## src/rtl/scan_decoder.sv

```systemverilog
// -----------------------------------------------------------------------------
// scan_decoder
//
// Registered 3-to-8 style line decoder (generalised to N-to-2^N) with
// three-input gating and an optional auto-scan mode.
//
// In direct mode (mode=0) the select input is captured into the index register
// on every enabled clock, so a new select appears on y one clock later.
//
// In scan mode (mode=1) a prescaler counts enabled clocks. Every PERIOD of
// them, the index advances by one. It returns to 0 once it has reached
// 'last', and wrap pulses for one cycle when that return happens.
//
// Parameters
//   N          select width; the decoder drives 2^N lines
//   PERIOD     enabled scan-mode clocks per index step (>= 1)
//   ACTIVE_LOW 1: selected line is 0 and all others are 1
//
// Ports
//   clk    in   1      single clock, all state changes on the rising edge
//   rst    in   1      synchronous reset, active-high, highest priority
//   g1     in   1      enable, active-high
//   g2a_n  in   1      enable, active-low
//   g2b_n  in   1      enable, active-low
//   mode   in   1      0 = direct decode, 1 = auto-scan
//   sel    in   N      direct-mode select
//   last   in   N      highest index visited in scan mode
//   y      out  2^N    decoded lines, derived only from registered state
//   idx    out  N      current registered index
//   wrap   out  1      one-cycle pulse after a scan step that returned to 0
// -----------------------------------------------------------------------------
module scan_decoder #(
  parameter int N          = 3,
  parameter int PERIOD     = 4,
  parameter int ACTIVE_LOW = 1
) (
  input  logic              clk,
  input  logic              rst,
  input  logic              g1,
  input  logic              g2a_n,
  input  logic              g2b_n,
  input  logic              mode,
  input  logic [N-1:0]      sel,
  input  logic [N-1:0]      last,
  output logic [(1<<N)-1:0] y,
  output logic [N-1:0]      idx,
  output logic              wrap
);

  localparam int W  = 1 << N;
  // The prescaler needs at least one bit even when PERIOD=1 (it then stays 0).
  localparam int PW = (PERIOD > 1) ? $clog2(PERIOD) : 1;

  localparam logic [PW-1:0] PRE_ZERO = {PW{1'b0}};
  localparam logic [PW-1:0] PRE_ONE  = PW'(1);
  localparam logic [PW-1:0] PRE_MAX  = PW'(PERIOD - 1);
  localparam logic [N-1:0]  IDX_ZERO = {N{1'b0}};
  localparam logic [N-1:0]  IDX_ONE  = N'(1);
  localparam logic [N-1:0]  IDX_MAX  = {N{1'b1}};

  // One-hot decode of the index, gated by the enable and set to the
  // requested polarity.
  function automatic logic [W-1:0] decode_lines(input logic [N-1:0] sel_idx,
                                                input logic          line_en);
    logic [W-1:0] v;
    v = {W{1'b0}};
    if (line_en) begin
      v[sel_idx] = 1'b1;
    end else begin
      v = {W{1'b0}};
    end
    if (ACTIVE_LOW != 0) begin
      v = ~v;
    end else begin
      v = v;
    end
    return v;
  endfunction

  logic          en_s;
  logic          en_q_r;
  logic [N-1:0]  idx_r;
  logic [N-1:0]  idx_nxt_s;
  logic [PW-1:0] presc_r;
  logic [PW-1:0] presc_nxt_s;
  logic          wrap_r;
  logic          wrap_nxt_s;

  assign en_s = g1 & ~g2a_n & ~g2b_n;

  // Next-state logic for index, prescaler and wrap pulse.
  always_comb begin
    idx_nxt_s   = idx_r;
    presc_nxt_s = presc_r;
    wrap_nxt_s  = 1'b0;
    if (!mode) begin
      // Direct mode: the prescaler is held cleared so a later switch to
      // scan mode starts a full PERIOD from the current index.
      presc_nxt_s = PRE_ZERO;
      if (en_s) begin
        idx_nxt_s = sel;
      end else begin
        idx_nxt_s = idx_r;
      end
    end else if (en_s) begin
      if (presc_r == PRE_MAX) begin
        presc_nxt_s = PRE_ZERO;
        // The IDX_MAX term keeps the index in range even if last is ignored.
        if ((idx_r >= last) || (idx_r == IDX_MAX)) begin
          idx_nxt_s  = IDX_ZERO;
          wrap_nxt_s = 1'b1;
        end else begin
          idx_nxt_s  = idx_r + IDX_ONE;
        end
      end else begin
        presc_nxt_s = presc_r + PRE_ONE;
      end
    end else begin
      // Scan mode, disabled: everything holds.
      idx_nxt_s   = idx_r;
      presc_nxt_s = presc_r;
    end
  end

  // State registers with synchronous reset taking priority over everything.
  always_ff @(posedge clk) begin
    if (rst) begin
      en_q_r  <= 1'b0;
      idx_r   <= IDX_ZERO;
      presc_r <= PRE_ZERO;
      wrap_r  <= 1'b0;
    end else begin
      en_q_r  <= en_s;
      idx_r   <= idx_nxt_s;
      presc_r <= presc_nxt_s;
      wrap_r  <= wrap_nxt_s;
    end
  end

  assign y    = decode_lines(idx_r, en_q_r);
  assign idx  = idx_r;
  assign wrap = wrap_r;

endmodule

```

## config.mk

```make
export PLATFORM = sky130hd
export DESIGN_NAME = scan_decoder
export DESIGN_NICKNAME = d
export VERILOG_FILES = /design/src/rtl/scan_decoder.sv
export SDC_FILE = /design/constraint.sdc
export NUM_CORES = 1
export LEC_CHECK = 0
export ABC_AREA = 1
export CAP_MARGIN = 20
export CORE_MARGIN = 5
export CORE_UTILIZATION = 40
export DETAILED_ROUTE_END_ITERATION = 10
export PLACE_DENSITY = 0.77
export REMOVE_ABC_BUFFERS = 1
export SLEW_MARGIN = 5
export SYNTH_ARGS = -nofsm -noshare
export SYNTH_HDL_FRONTEND = slang
export SYNTH_SLANG_ARGS = --single-unit
```

## constraint.sdc

```tcl
create_clock -name clk -period 1.8 [get_ports clk]
set_clock_uncertainty 0.2 [all_clocks]
set_input_delay 0.54 -clock clk [delete_from_list [all_inputs] [get_ports clk]]
set_output_delay 0.54 -clock clk [all_outputs]
set_load 0.005 [all_outputs]
```

==> key figures, run 1 <==
Global routing
  • Gr usage total: 16.4%
  • First-pass GRT wire length: 2570 um
  • Antenna violations before repair: 0
  • Largest net degree at the start of global routing: 7
  • Global route overflow: 0
  • Number of global-route vias before repair: 676

Worst setup path
  • Crit-path leading delay family: flip-flops
  • CP required: 1.06 ns
  • WP buf/inv: 3
  • Setup CP Type: flip-flop to output pin
  • Critical path cell sequence: buf_6, nor2_4, buf_6, nand2_2, buf_2
  • Worst path max stage delay: 0.36 ns
  • Arrival @ worst endpoint: 1.12 ns
  • Crit path top cell by count: buf_6
  • Nature of the critical path endpoint: output pin
  • Largest fanout on the critical path: 4
  • CP max-delay cell: dfxtp_4
  • Worst setup SP type: flip-flop

Clock tree
  • Clk slew on worst S/H paths: 0.05 ns
  • CTS buffer count: 3
  • Sinks on Clock Net: 7
  • Root buffer cell: clkbuf_4
  • Hold buffers post-CTS: 0
  • Htree depth: 1
  • Clk Latency, worst-skew pair: 0.26 ns
  • TritonCTS clock tree: yes
  • Worst-case clock buffer depth: 2

Detailed routing
  • Final ANT Viol Nets: 0
  • Avg Vias per Cell: 4.83
  • Drt total wl: 1920 um
  • # DRC: 0
  • Vias: 749
  • Drt pass-1 iters: 4
  • WL per Instance: 12.4 um
  • Initial drt markers: 10

Yosys
  • Synth area leaders: dfxtp_1 26%, nand2_1 20%, inv_1 16%
  • Post-synthesis cell type count: 10
  • Synth Warn #: 0
  • Synthesized area: 544 um2
  • Post-synth top area cell: dfxtp_1
  • Syn avg cell area: 5.79 um2
  • #FFs+latches synth: 7
  • Sequential area share after synthesis: 25.7%
  • Syn Inst Count: 94
  • Top-area cell type share of the netlist area: 25.7%

Finish
  • Commonest non-fill, non-tap cell in the layout: nand2_1
  • Fraction of layout cells with a size suffix above 1: 41.4%
  • Commonest cells after routing, fill and taps aside: 25 x nand2_1, 18 x inv_1, 16 x buf_4
  • Fin nets: 159
  • Finished Core Util: 80.7%
  • Area delta synth->final: 92.9%
  • Ant. Diodes: 0

Floorplanning
  • Die ar.: 2200 um2
  • Chip height: 46.9 um
  • I/O Pins: 24
  • Core ar.: 1300 um2
  • Die width: 46.9 um
  • Std-Cell Rows: 13
  • Initial Utilization: 41.8%

Power and ir drop
  • Power Dens Cells: 412 nW/um2
  • Leakage: 0.570 nW
  • Max VDD drop: 0.283 mV

STA
  • Worst-Margin Slew: 0.167 ns
  • F_max: 539 MHz
  • Worst slew margin: 88.8%
  • Hold Vio Cnt, Final: 0
  • Final WS setup: -0.0561 ns
  • RSZ-0062 raised after global routing: true
  • Final setup viols: 4
  • Min cycle time layout: 1.86 ns
  • Part of the cycle the worst path needs: 103%
  • Final Max Tran Viols: 0

Placement
  • RePlAce Congestion: 0.853
  • Place WS: -0.258 ns
  • Port Buf Inserts: 23
  • HPWL Detailed: 1110 um

Flow run
  • Max-cap violations: 0

Hold path
  • Min-Delay Path Class: flip-flop to flip-flop

Status
  • Failing checks: negative setup slack
  • Status: finished with violations
flip-flops by register name, summed over array words and instances, names as in the netlist:
register	cells
wrap	1
idx	3
presc_r	2
en_q_r	1
kinds of logic after synthesis:
kind of cell | synth area share (%)
simple gates | 39.3
buf+inv | 16.6
flops | 25.7
fa+ha+maj | 13.8
compound gates | 4.60
layer usage:
layer	vias to the layer above	routed length (um)	GRT usage [%]
met5	-	0	0
met4	0	37	8.84
met1	345	707	16.1
li1	371	-	-
met3	5	109	4.98
met2	28	1070	30.4
layout make-up:
type,instances,area [um2]
fillers,97,251
repair buffers,42,353
clock buffers,4,26.3
inverters,24,92.6
well taps,15,18.8
multi-input cells,63,409
flip-flops and latches,7,150
tightest hold or removal path, delay by kind of cell (launching register included):
family,cells,cell delay (ns)
simple gates,1,0.06
flops,1,0.31
compound gates,1,0.05
metrics by stage:
step | cell area, um2 | hold slack, ns | setup TNS (ns) | total power, mW | std cells
2_1_floorplan | 544 | 0.241 | 0 | 0.202 | 94
5_1_grt | 1050 | 0.303 | -0.363 | 0.464 | 155
6_report | 1050 | 0.267 | -0.0941 | 0.433 | 155
3_5_place_dp | 883 | 0.263 | -1.24 | 0.259 | 144
3_3_place_gp | 883 | 0.251 | -0.996 | 0.256 | 144
4_1_cts | 956 | 0.270 | -0.180 | 0.410 | 153
power by group:
| group | switching, mW | internal [mW] |
|---|---|---|
| clock network | 0.0623 | 0.0849 |
| registers | 0.00341 | 0.157 |
| logic | 0.0562 | 0.0686 |
| total | 0.122 | 0.311 |
path summary, 6_finish.rpt:
check / slack (ns) / end / depth (start not counted) / startpoint
setup reg to reg: 0.09 / idx[2]$_SDFFE_PP0P_ / 11 / idx[1]$_SDFFE_PP0P_
hold / removal: 0.27 / presc_r[1]$_SDFFE_PP0P_ / 2 / presc_r[1]$_SDFFE_PP0P_
hold reg to reg: 0.27 / presc_r[1]$_SDFFE_PP0P_ / 2 / presc_r[1]$_SDFFE_PP0P_
setup / recovery: -0.06 / y[4] / 5 / idx[0]$_SDFFE_PP0P_
synthesized netlist by cell type:
library cell	count
dfxtp_1	7
nor2_1	15
inv_2	1
inv_1	23
ha_1	6
or2_4	1
a21oi_1	5
nor3_2	1
nand3_1	6
nand2_1	29
what timing repair did:
action                     4_1_cts  5_1_grt
pin swaps                        2       17
gates resized for setup         41       30
setup endpoints to repair       11       13
setup buffers                    5        3
Power figures use the tool's default switching activity.
==> inputs of run 2 (changes only) <==
--- a/config.mk
+++ b/config.mk
@@ -9,6 +9,7 @@
 export CAP_MARGIN = 20
 export CORE_MARGIN = 5
 export CORE_UTILIZATION = 40
+export CTS_BUF_LIST = sky130_fd_sc_hd__clkbuf_16
 export DETAILED_ROUTE_END_ITERATION = 10
 export PLACE_DENSITY = 0.77
 export REMOVE_ABC_BUFFERS = 1
==> key figures, run 2 (synthesis results as in run 1) <==
Clock tree
  • Root buffer cell: clkbuf_16
  • Htree depth: 1 (unchanged)
  • Clk Latency, worst-skew pair: 0.24 ns (-0.02 ns)
  • Hold buffers post-CTS: 0 (unchanged)
  • TritonCTS clock tree: yes
  • Clk slew on worst S/H paths: 0.04 ns (about the same)
  • Worst-case clock buffer depth: 2 (unchanged)
  • Sinks on Clock Net: 7 (unchanged)
  • CTS buffer count: 3 (unchanged)

Worst setup path
  • Arrival @ worst endpoint: 1.08 ns (-0.04 ns)
  • Setup CP Type: flip-flop to output pin
  • Critical Path Start: idx[0]$_SDFFE_PP0P_
  • Largest fanout on the critical path: 4 (unchanged)
  • Worst setup SP type: flip-flop
  • R2r worst-path depth: 11 (unchanged)
  • Nature of the critical path endpoint: output pin
  • Worst R2R End: idx[0]$_SDFFE_PP0P_
  • CP required: 1.06 ns (about the same)
  • Worst setup path end: y[5]
  • Worst r2r src: idx[0]$_SDFFE_PP0P_
  • R2r setup slk: 0.03 ns (-0.06 ns)

Power and ir drop
  • Flop pwr share: 24.4% (-13 points)
  • Sw Ratio: 22.8% (-5.4 points)
  • Leakage: 0.600 nW (+5.3%)
  • Gate power share: 17.8% (-11 points)
  • Clk pwr share: 57.8% (+24 points)
  • Max VDD drop: 0.664 mV (+130%)
  • Psw: 0.151 mW (+24%)
  • Power Dens Cells: 605 nW/um2 (+47%)
  • Total power: 0.662 mW (+53%)
  • Internal power: 0.512 mW (+65%)

Floorplanning
  • Initial Utilization: 41.8% (unchanged)
  • Die ar.: 2200 um2 (unchanged)
  • Die width: 46.9 um (unchanged)
  • Std-Cell Rows: 13 (unchanged)
  • Chip height: 46.9 um (unchanged)
  • I/O Pins: 24 (unchanged)
  • Core ar.: 1300 um2 (unchanged)

Flow run
  • Max-cap violations: 0 (unchanged)

Global routing
  • Global route overflow: 0 (unchanged)
  • Antenna violations before repair: 0 (unchanged)
  • Largest net degree at the start of global routing: 7 (unchanged)
  • Gr usage total: 15.7% (-0.71 points)
  • Number of global-route vias before repair: 649 (-4.0%)
  • First-pass GRT wire length: 2510 um (-2.1%)

Status
  • Failing checks: negative setup slack
  • Status: finished with violations

Finish
  • Finished Core Util: 84.1% (+3.5 points)
  • Commonest non-fill, non-tap cell in the layout: nand2_1
  • Commonest cells after routing, fill and taps aside: 26 x nand2_1, 20 x inv_1, 18 x buf_4
  • Fraction of layout cells with a size suffix above 1: 40.0% (-1.4 points)
  • Max reg flops: 3 (unchanged)
  • Area delta synth->final: 101%
  • Ant. Diodes: 0 (unchanged)
  • Fin nets: 159 (unchanged)

STA
  • Final Max Tran Viols: 0 (unchanged)
  • RSZ-0062 raised after global routing: true
  • Hold Vio Cnt, Final: 0 (unchanged)
  • Min cycle time layout: 1.82 ns (-0.0363 ns)
  • Worst slew margin: 87.3% (-1.6 points)
  • Final WS setup: -0.0199 ns (+0.0363 ns)
  • Final setup viols: 3 (-1)
  • F_max: 549 MHz (+2.0%)
  • Part of the cycle the worst path needs: 101% (-2.0 points)
  • Worst-Margin Slew: 0.191 ns (+0.0243 ns)

Detailed routing
  • Vias: 753 (+0.53%)
  • Final ANT Viol Nets: 0 (unchanged)
  • Initial drt markers: 14 (+4)
  • WL per Instance: 12.9 um (+4.4%)
  • Drt pass-1 iters: 4 (unchanged)
  • # DRC: 0 (unchanged)
  • Avg Vias per Cell: 4.86 (+0.53%)
  • Drt total wl: 2000 um (+4.4%)

Placement
  • RePlAce Congestion: 0.853 (unchanged)
  • HPWL Detailed: 1110 um (unchanged)
  • Port Buf Inserts: 23 (unchanged)
  • Place WS: -0.258 ns (unchanged)

Hold path
  • Min-Delay Path Class: flip-flop to flip-flop
==> run 2: cell count changes in the layout (fill, tap and decap cells not counted), moves of 2 or more <==
cell            change
clkbuf_2            +2
clkbuf_4            -3
buf_4               +2
inv_1               +2
buf_6               -2
clkbuf_16           +3
buf_2               -3
nor2_2              +2
dlymetal6s2s_1      +2
==> run 2: worst max-delay path: stages (launching register included) <==
cell     delay (ns)
dfxtp_4        0.34
buf_4          0.14
nand2_2        0.05
inv_2          0.04
buf_4          0.12
nand2_2        0.06
buf_6          0.09
==> run 2: what timing repair did <==
item                       in CTS  in global routing
pin swaps                       3                 10
buffers inserted                2                  5
resized for setup              29                 32
setup endpoints to repair      12                 10
==> run 2: area by class of cell <==
class / instances / area [um2]
timing repair buffer: 42 / 365
fill: 77 / 206
tap: 15 / 18.8
inverter: 24 / 90.1
sequential: 7 / 153
clock inverter: 1 / 3.75
multi-input combinational: 63 / 389
clock buffer: 3 / 75.1
==> run 2: power groups by stage <==
stage,Combinational (mW),Sequential [mW],Clock [mW]
final,0.118,0.162,0.383
after global routing,0.129,0.162,0.393
after CTS,0.0987,0.163,0.376
after detailed placement,0.0935,0.166,0
after global placement,0.0908,0.166,0
after floorplan,0.0362,0.166,0
==> run 2: worst min-delay path by stage <==
stage,from,cells after the start,to
3_5_place_dp,presc_r[1]$_SDFFE_PP0P_,2,presc_r[1]$_SDFFE_PP0P_
5_1_grt,presc_r[1]$_SDFFE_PP0P_,2,presc_r[1]$_SDFFE_PP0P_
4_1_cts,presc_r[1]$_SDFFE_PP0P_,2,presc_r[1]$_SDFFE_PP0P_
3_3_place_gp,presc_r[1]$_SDFFE_PP0P_,2,presc_r[1]$_SDFFE_PP0P_
2_1_floorplan,presc_r[1]$_SDFFE_PP0P_,2,presc_r[1]$_SDFFE_PP0P_
6_report,presc_r[1]$_SDFFE_PP0P_,2,presc_r[1]$_SDFFE_PP0P_
==> run 2: through the flow <==
stage / TNS [ns] / instance area, um2 / instances / hold slack [ns]
finish: -0.0381 / 1090 / 155 / 0.290
global route: -0.245 / 1090 / 155 / 0.317
CTS: -0.436 / 987 / 150 / 0.271
detailed placement: -1.24 / 883 / 144 / 0.263
global placement: -0.996 / 883 / 144 / 0.251
floorplan: 0 / 544 / 94 / 0.241
==> run 2: layer usage <==
layer	routed length (um)	part of all wire, %	track usage [%]	vias up
met5	0	0	0	-
met4	58	2.9	4.97	0
met3	154	7.7	2.30	7
met2	1100	55	32.0	35
met1	696	35	15.8	341
li1	-	-	-	370
==> inputs of run 3 (changes only) <==
==> constraint.sdc (replaced) <==
create_clock -name clk -period 1.8 [get_ports clk]
set_clock_uncertainty 0.2 [all_clocks]
set_input_delay 0.36 -clock clk [delete_from_list [all_inputs] [get_ports clk]]
set_output_delay 0.36 -clock clk [all_outputs]
set_load 0.005 [all_outputs]
==> key figures, run 3 (synthesis results as in run 1) <==
STA
  • Worst-Margin Slew: 0.230 ns (+0.0391 ns)
  • Min cycle time layout: 1.75 ns (-0.0680 ns)
  • Final setup viols: 0 (-3)
  • Hold WS: 0.287 ns (-0.00295 ns)
  • Hold Vio Cnt, Final: 0 (unchanged)
  • Setup TNS: 0 ns (+0.0381 ns)
  • Worst slew margin: 84.6% (-2.6 points)
  • Final WS setup: 0.0481 ns (+0.0680 ns)
  • RSZ-0062 raised after global routing: false
  • F_max: 571 MHz (+3.9%)
  • Final Max Tran Viols: 0 (unchanged)
  • Part of the cycle the worst path needs: 97.3% (-3.8 points)

Clock tree
  • Root buffer cell: clkbuf_16
  • Worst-case clock buffer depth: 2 (unchanged)
  • Setup Buffers After CTS: 0 (-2)
  • Clk slew on worst S/H paths: 0.04 ns (about the same)
  • CTS buffer count: 3 (unchanged)
  • Htree depth: 1 (unchanged)
  • TritonCTS clock tree: yes
  • Clk Latency, worst-skew pair: 0.23 ns (about the same)
  • Sinks on Clock Net: 7 (unchanged)

Hold path
  • WHS Endpoint: presc_r[1]$_SDFFE_PP0P_
  • Cells on Worst Hold Path: 2 (unchanged)
  • Min-Delay Path Class: flip-flop to flip-flop
  • Min-delay src: presc_r[1]$_SDFFE_PP0P_

Global routing
  • Gr usage total: 14.1% (-1.6 points)
  • Antenna violations before repair: 0 (unchanged)
  • Global route overflow: 0 (unchanged)
  • First-pass GRT wire length: 2240 um (-11%)
  • Number of global-route vias before repair: 584 (-10%)
  • Largest net degree at the start of global routing: 8 (+1)

Floorplanning
  • I/O Pins: 24 (unchanged)
  • Chip height: 46.9 um (unchanged)
  • Std-Cell Rows: 13 (unchanged)
  • Die ar.: 2200 um2 (unchanged)
  • Initial Utilization: 41.8% (unchanged)
  • Die width: 46.9 um (unchanged)
  • Core ar.: 1300 um2 (unchanged)

Finish
  • Final Cell Area: 920 um2 (-16%)
  • Commonest non-fill, non-tap cell in the layout: nand2_1
  • Area delta synth->final: 69.0%
  • Commonest cells after routing, fill and taps aside: 29 x nand2_1, 24 x inv_1, 15 x clkdlybuf4s50_1
  • Ant. Diodes: 0 (unchanged)
  • Fin nets: 144 (-9.4%)
  • Fin cells: 140 (-9.7%)
  • Fraction of layout cells with a size suffix above 1: 12.8% (-27 points)
  • Max reg flops: 3 (unchanged)
  • Finished Core Util: 70.7% (-13 points)

Worst setup path
  • R2r worst-path depth: 9 (-2)
  • Critical Path Start: idx[2]$_SDFFE_PP0P_
  • Worst r2r src: idx[2]$_SDFFE_PP0P_
  • Worst R2R End: idx[1]$_SDFFE_PP0P_
  • CP required: 1.24 ns (+0.18 ns)
  • Worst setup SP type: flip-flop
  • Arrival @ worst endpoint: 1.19 ns (+0.11 ns)
  • R2r setup slk: 0.29 ns (+0.26 ns)
  • Nature of the critical path endpoint: output pin
  • Largest fanout on the critical path: 5 (+1)
  • Setup CP Type: flip-flop to output pin

Detailed routing
  • Avg Vias per Cell: 4.45 (-8.4%)
  • Vias: 623 (-17%)
  • Drt pass-1 iters: 4 (unchanged)
  • Drt total wl: 1290 um (-36%)
  • WL per Instance: 9.20 um (-29%)
  • Final ANT Viol Nets: 0 (unchanged)
  • # DRC: 0 (unchanged)
  • Initial drt markers: 4 (-10)

Power and ir drop
  • Psw: 0.122 mW (-19%)
  • Leakage: 0.480 nW (-20%)
  • Max VDD drop: 1.22 mV (+84%)
  • Total power: 0.615 mW (-7.1%)
  • Clk pwr share: 60.0% (+2.2 points)
  • Internal power: 0.493 mW (-3.7%)
  • Flop pwr share: 26.4% (+2.0 points)
  • Gate power share: 13.6% (-4.2 points)
  • Sw Ratio: 19.9% (-2.9 points)
  • Power Dens Cells: 669 nW/um2 (+11%)

Placement
  • RePlAce Congestion: 0.863 (+1.1%)
  • Place WS: -0.0756 ns (+0.183 ns)
  • Placed cell areas: 823 um2 (-6.8%)
  • Port Buf Inserts: 23 (unchanged)
  • Placed Instances: 136 (-5.6%)
  • HPWL Detailed: 1060 um (-4.6%)

Flow run
  • Max-cap violations: 0 (unchanged)

Status
  • Status: finished clean
[run 3: cell types whose count changed in the layout (fill, tap and decap cells not counted), sizes merged]
cell           before  now
dlygate4sd2         2    7
buf                22    4
clkbuf              8    3
clkdlybuf4s50       9   15
dlymetal6s2s        4    1
[run 3: worst max-delay path by stage]
stage | end | depth (start not counted) | slack (ns)
6_report | idx[2] | 2 | 0.05
3_5_place_dp | idx[1]$_SDFFE_PP0P_ | 10 | -0.08
2_1_floorplan | idx[0]$_SDFFE_PP0P_ | 9 | 0.40
3_3_place_gp | idx[1]$_SDFFE_PP0P_ | 10 | -0.05
5_1_grt | idx[2] | 2 | 0.02
4_1_cts | y[0] | 3 | 0.007
[run 3: power by group through the flow]
stage | combinational (mW) | clock (mW) | sequential, mW
after floorplan | 0.0362 | 0 | 0.166
after global placement | 0.0805 | 0 | 0.166
after detailed placement | 0.0828 | 0 | 0.166
after CTS | 0.0841 | 0.371 | 0.163
after global routing | 0.0951 | 0.385 | 0.163
final | 0.0836 | 0.369 | 0.162
[run 3: critical path: stages (launching register included)]
cell and delay (ns):
dfxtp_4 0.36, buf_4 0.12, clkdlybuf4s50_1 0.49
[run 3: timing repair]
action / CTS / global route
pin swaps: 0 / 0
hold buffers: 0 / 0
setup endpoints to repair: 8 / 2
gates resized for setup: 16 / 2
[run 3: final cells by class]
type / count / area, um2
fill: 123 / 382
tap: 15 / 18.8
inverter: 24 / 90.1
sequential: 7 / 151
timing repair buffer: 27 / 254
multi-input combinational: 63 / 327
clock buffer: 3 / 75.1
clock inverter: 1 / 3.75
[run 3: layer usage]
layer / GRT usage [%] / vias up / wire length (um)
li1: - / 339 / -
met1: 15.3 / 259 / 530
met2: 24.9 / 23 / 600
met3: 4.98 / 2 / 136
met4: 5.52 / 0 / 21
met5: 0 / - / 0
